==> src/rtl/cnn_pkg.sv <==
// Shared data type and element-wise helpers for the CNN streaming stages.
package cnn_pkg;
  localparam int DATA_W = 16;

  typedef logic signed [DATA_W-1:0] data_t;

  function automatic data_t smax(input data_t a, input data_t b);
    return (a > b) ? a : b;
  endfunction

  function automatic data_t relu(input data_t v);
    return v[DATA_W-1] ? '0 : v;
  endfunction
endpackage

==> src/rtl/relu_maxpool_ctrl.sv <==
// Element/window position tracking for the max-pool stage; advances once per accepted sample.
module relu_maxpool_ctrl #(
  parameter int L = 29,
  parameter int K = 2
) (
  input  logic clk,
  input  logic reset,
  input  logic advance,
  output logic win_first,
  output logic win_done,
  output logic tail
);
  localparam int POOL_FULL = (L / K) * K;
  // One extra bit of headroom so POOL_FULL still fits when L is a power of two
  localparam int PW = $clog2(L + 1);
  localparam int WW = $clog2(K);

  logic [PW-1:0] pos_reg;
  logic [WW-1:0] win_reg;

  always_ff @(posedge clk or posedge reset) begin
    if (reset) begin
      pos_reg <= '0;
      win_reg <= '0;
    end else if (advance) begin
      if (pos_reg == PW'(L - 1)) begin
        pos_reg <= '0;
        win_reg <= '0;
      end else begin
        pos_reg <= pos_reg + 1'b1;
        win_reg <= (win_reg == WW'(K - 1)) ? '0 : win_reg + 1'b1;
      end
    end
  end

  assign win_first = (win_reg == '0);
  assign win_done  = (win_reg == WW'(K - 1));
  assign tail      = (pos_reg >= PW'(POOL_FULL));
endmodule

==> src/rtl/relu_maxpool_29_2_16.sv <==
// Streaming ReLU + non-overlapping 1-D max-pool with valid/ready on both sides.
module relu_maxpool_29_2_16
  import cnn_pkg::*;
#(
  parameter int L    = 29,
  parameter int K    = 2,
  parameter int T    = 16,
  parameter int RELU = 1
) (
  input  logic         clk,
  input  logic         reset,
  input  logic [T-1:0] s_data_in_x,
  input  logic         s_valid_x,
  output logic         s_ready_x,
  output logic [T-1:0] m_data_out_y,
  output logic         m_valid_y,
  input  logic         m_ready_y
);
  logic  in_xfer;
  logic  win_first;
  logic  win_done;
  logic  tail;
  data_t x_in;
  data_t acc_reg;
  data_t win_max;
  data_t pooled;
  data_t out_reg;
  logic  m_valid_reg;

  relu_maxpool_ctrl #(
    .L(L),
    .K(K)
  ) u_ctrl (
    .clk      (clk),
    .reset    (reset),
    .advance  (in_xfer),
    .win_first(win_first),
    .win_done (win_done),
    .tail     (tail)
  );

  // Ready depends only on the output register state and downstream ready
  assign s_ready_x = !m_valid_reg || m_ready_y;
  assign in_xfer   = s_valid_x && s_ready_x;

  assign x_in    = s_data_in_x;
  assign win_max = win_first ? x_in : smax(acc_reg, x_in);
  assign pooled  = (RELU != 0) ? relu(win_max) : win_max;

  always_ff @(posedge clk or posedge reset) begin
    if (reset) begin
      acc_reg     <= '0;
      out_reg     <= '0;
      m_valid_reg <= 1'b0;
    end else begin
      if (in_xfer) begin
        acc_reg <= win_max;
      end
      // A completing window wins over draining so a simultaneous handoff keeps valid high
      if (in_xfer && win_done && !tail) begin
        out_reg     <= pooled;
        m_valid_reg <= 1'b1;
      end else if (m_ready_y) begin
        m_valid_reg <= 1'b0;
      end
    end
  end

  assign m_data_out_y = out_reg;
  assign m_valid_y    = m_valid_reg;
endmodule
==> config.mk <==
export PLATFORM = sky130hd
export DESIGN_NAME = relu_maxpool_29_2_16
export DESIGN_NICKNAME = d
export VERILOG_FILES = /design/src/rtl/cnn_pkg.sv /design/src/rtl/relu_maxpool_ctrl.sv /design/src/rtl/relu_maxpool_29_2_16.sv
export SDC_FILE = /design/constraint.sdc
export NUM_CORES = 1
export LEC_CHECK = 0
export ABC_CLOCK_PERIOD_IN_PS = 5900
export CORE_UTILIZATION = 35
export CTS_CLUSTER_DIAMETER = 100
export DETAILED_ROUTE_END_ITERATION = 10
export GPL_ROUTABILITY_DRIVEN = 0
export MAX_ROUTING_LAYER = met4
export PLACE_DENSITY = 0.63
export SYNTH_ARGS = -nofsm -noshare
export SYNTH_HDL_FRONTEND = slang
export SYNTH_HIERARCHICAL = 1
export SYNTH_SLANG_ARGS = --single-unit
==> constraint.sdc <==
create_clock -name clk -period 5.9 [get_ports clk]
set_input_delay 0.885 -clock clk [delete_from_list [all_inputs] [get_ports clk]]
set_output_delay 0.885 -clock clk [all_outputs]
set_load 0.02 [all_outputs]
==> results.ini <==
[yosys]
yosysTopAreaCell = dfrtp_1
synth-edff-count = 0
synthesis.area_mm2 = 0.00238
synth_top_area_share_pct = 40.0
yosysWarnings = 6
syn_nets = 260
ys_ff_latch = 38
syn_avg_cell_area_um2 = 10.7
syn_inst = 222
synthArstFlopShare_pct = 100
yosysSeqAreaShare_pct = 40.0
yosysUniqueCellTypes = 42
ys.flop_type = dfrtp_1
synth_commonest_cells = 38 x dfrtp_1, 38 x nand2_1, 22 x inv_1
synth.area.top_cells = dfrtp_1 40%, ha_1 9.5%, a221o_1 6.3%

[global_route]
grt_busiest_layer = met2
grt-ovfl-total = 0
use_met1_pct = 20.8
grt_max_degree = 33
first_global_vias = 1739
grt_usage_pct = 15.5
met2_usage_pct = 23.2
grt_pass1_wl_mm = 8.44
antenna_found_initial = 0
grt_use_met3_pct = 3.15

[cts]
clock_path_buffers = 2
cts_tree = yes
cts-resized-gates = 0
clkTransAtPathRegs_ns = 0.07
clockRootBuffer = clkbuf_8
clock_latency_ns = 0.29
ctsHoldBuffers = 0
clock_sinks = 38
h-tree-depth = 2
cts_buffers = 5
postCtsSetupRepairBufs = 0

[pwr]
power_density_mw_per_mm2 = 469
power_uw = 1360
leakage_uw = 0.00136
peakVddDrop_uv = 141

[detailed_routing]
vias = 1724
avgRoutedWirePerCell_um = 14.5
drt_pass1_iterations = 9
drtIter0Drc = 75
drc = 2
ant_nets = 0
via_per_inst = 5.10
wirelength_mm = 4.90

[floorplan]
die_area_mm2 = 0.00713
rows = 29
start_util_pct = 36.8
die_w_um = 84.5
num_io_pins = 38
coreArea_mm2 = 0.00646
die_y_um = 84.5

[placement]
portBuffers = 36
hpwlAfterDp_mm = 3.50
place_area_mm2 = 0.00280

[timing]
fin_setup_tns_ns = 0
fin_skew_ns = 0.00297
hold_ws_ns = 0.517
worstMarginPinSlew_ns = 1.03
finalHoldViolations = 0
min_period_ns = 3.97
period_share_pct = 67.3
rsz0062_at_grt = no
slew_violations = 0
finalSetupViolCount = 0
clock.fmax_ghz = 0.252
slew_headroom_pct = 31.7

[layout]
stdcell_area_mm2 = 0.00289
antenna_cells = 0
largest_reg_flops = 16
layout-drive-gt1-share_pct = 14.6
syn_to_final_growth_pct = 21.5
nNetsFinal = 298
fin_util_pct = 44.8
fill_cells = 634

[worst_setup_path]
cp_max_fo = 16
reg2reg_depth = 7
cp-start-kind = primary input
worstPathArrival_ns = 4.15
crit-reg2reg-launch = acc_reg[15]$_DFFE_PP0P_
reg2reg_setup_slack_ns = 2.74
critPathRequiredTime_ns = 6.08
path_cells = clkdlybuf4s50_1, inv_1, ha_1, and4_1, o2bb2ai_1, a211oi_1, and3_1, a211o_1, mux2_2
slowest_delay_ns = 0.77
r2r-end = acc_reg[1]$_DFFE_PP0P_
slowest_stage = a211o_1
crit_type = in2reg
endpoint_kind = flop

[min_path]
min-delay-start = m_data_out_y[6]$_DFFE_PP0P_
hold_path_class = reg2reg
holdPathEnd = m_data_out_y[6]$_DFFE_PP0P_
whs_path_depth = 1

[outcome]
violations = design-rule violations
status = complete, but fails checks

[run]
maxCapViolCount = 0

[worst max-delay path by stage]
stage | slack, ns | endpoint | start | cells past startpoint
after floorplan | 2.88 | acc_reg[0]$_DFFE_PP0P_ | s_data_in_x[7] | 10
after global placement | 1.69 | acc_reg[6]$_DFFE_PP0P_ | s_data_in_x[15] | 9
after detailed placement | 1.60 | acc_reg[1]$_DFFE_PP0P_ | s_data_in_x[15] | 9
after CTS | 1.92 | acc_reg[1]$_DFFE_PP0P_ | s_data_in_x[15] | 9
after global routing | 1.73 | acc_reg[6]$_DFFE_PP0P_ | s_data_in_x[15] | 9
final | 1.93 | acc_reg[1]$_DFFE_PP0P_ | s_data_in_x[15] | 9
[cell type report]
| type | instances | area (µm²) | share of cell area (%) |
|---|---|---|---|
| repair buffers | 41 | 398 | 13.8 |
| inverters | 22 | 82.6 | 2.86 |
| clock inverters | 1 | 5.00 | 0.173 |
| well taps | 77 | 96.3 | 3.33 |
| multi-input cells | 152 | 1270 | 44.0 |
| clock buffers | 7 | 86.3 | 2.99 |
| flip-flops and latches | 38 | 951 | 32.9 |
[cells by family (layout without fill, tap and decap cells)]
kind of cell	after synthesis	count (layout)	share of synthesized area (%)
muxes	31	31	15.5
adders and majority gates	18	18	9.46
and+or+nand+nor	64	64	14.7
AOI/OAI and AO/OA	38	38	13.7
DFF	38	38	40.0
buffers and inverters	32	71	6.57
other	1	1	0.158
[worst max-delay path: cells and delay by family]
family | cells | cell delay [ns]
AO/OA/AOI/OAI | 3 | 1.14
buffers and inverters | 2 | 0.61
AND/OR/NAND/NOR | 2 | 0.73
adder cells (fa/ha/maj) | 1 | 0.36
multiplexers | 1 | 0.41
[where the power goes]
part / switching [µW] / internal, µW / total [µW] / leakage, µW
sequential: 104 / 385 / 489 / 0.000470
combinational: 326 / 353 / 679 / 0.000838
clock: 92.7 / 94.3 / 187 / 0.0000482
total: 523 / 833 / 1360 / 0.00136
[routing by layer]
metal	vias to the layer above	share of wire, %
li1	874	-
met1	817	51
met2	26	45
met3	7	3.2
met4	0	1.7
met5	-	0
[per-stage QoR]
step,worst slack (ns),instances
floorplan,2.88,222
CTS,1.92,338
finish,1.93,338
global route,1.73,338
detailed placement,1.60,330
global placement,1.69,330
[cells in the final DEF (no fill, tap or decap), drive strengths merged, types with 2 or more instances in the layout]
cell	instances
nand2	38
dfrtp	38
clkdlybuf4s50	36
inv	22
ha	18
mux2	16
mux2i	15
a221o	15
o21ai	7
clkbuf	7
a21oi	5
buf	5
nand4	5
nor2b	4
nor2	3
and3	3
o211ai	2
nor3	2
or3b	2
and4	2
No activity file was read; power rests on OpenSTA's default activity.
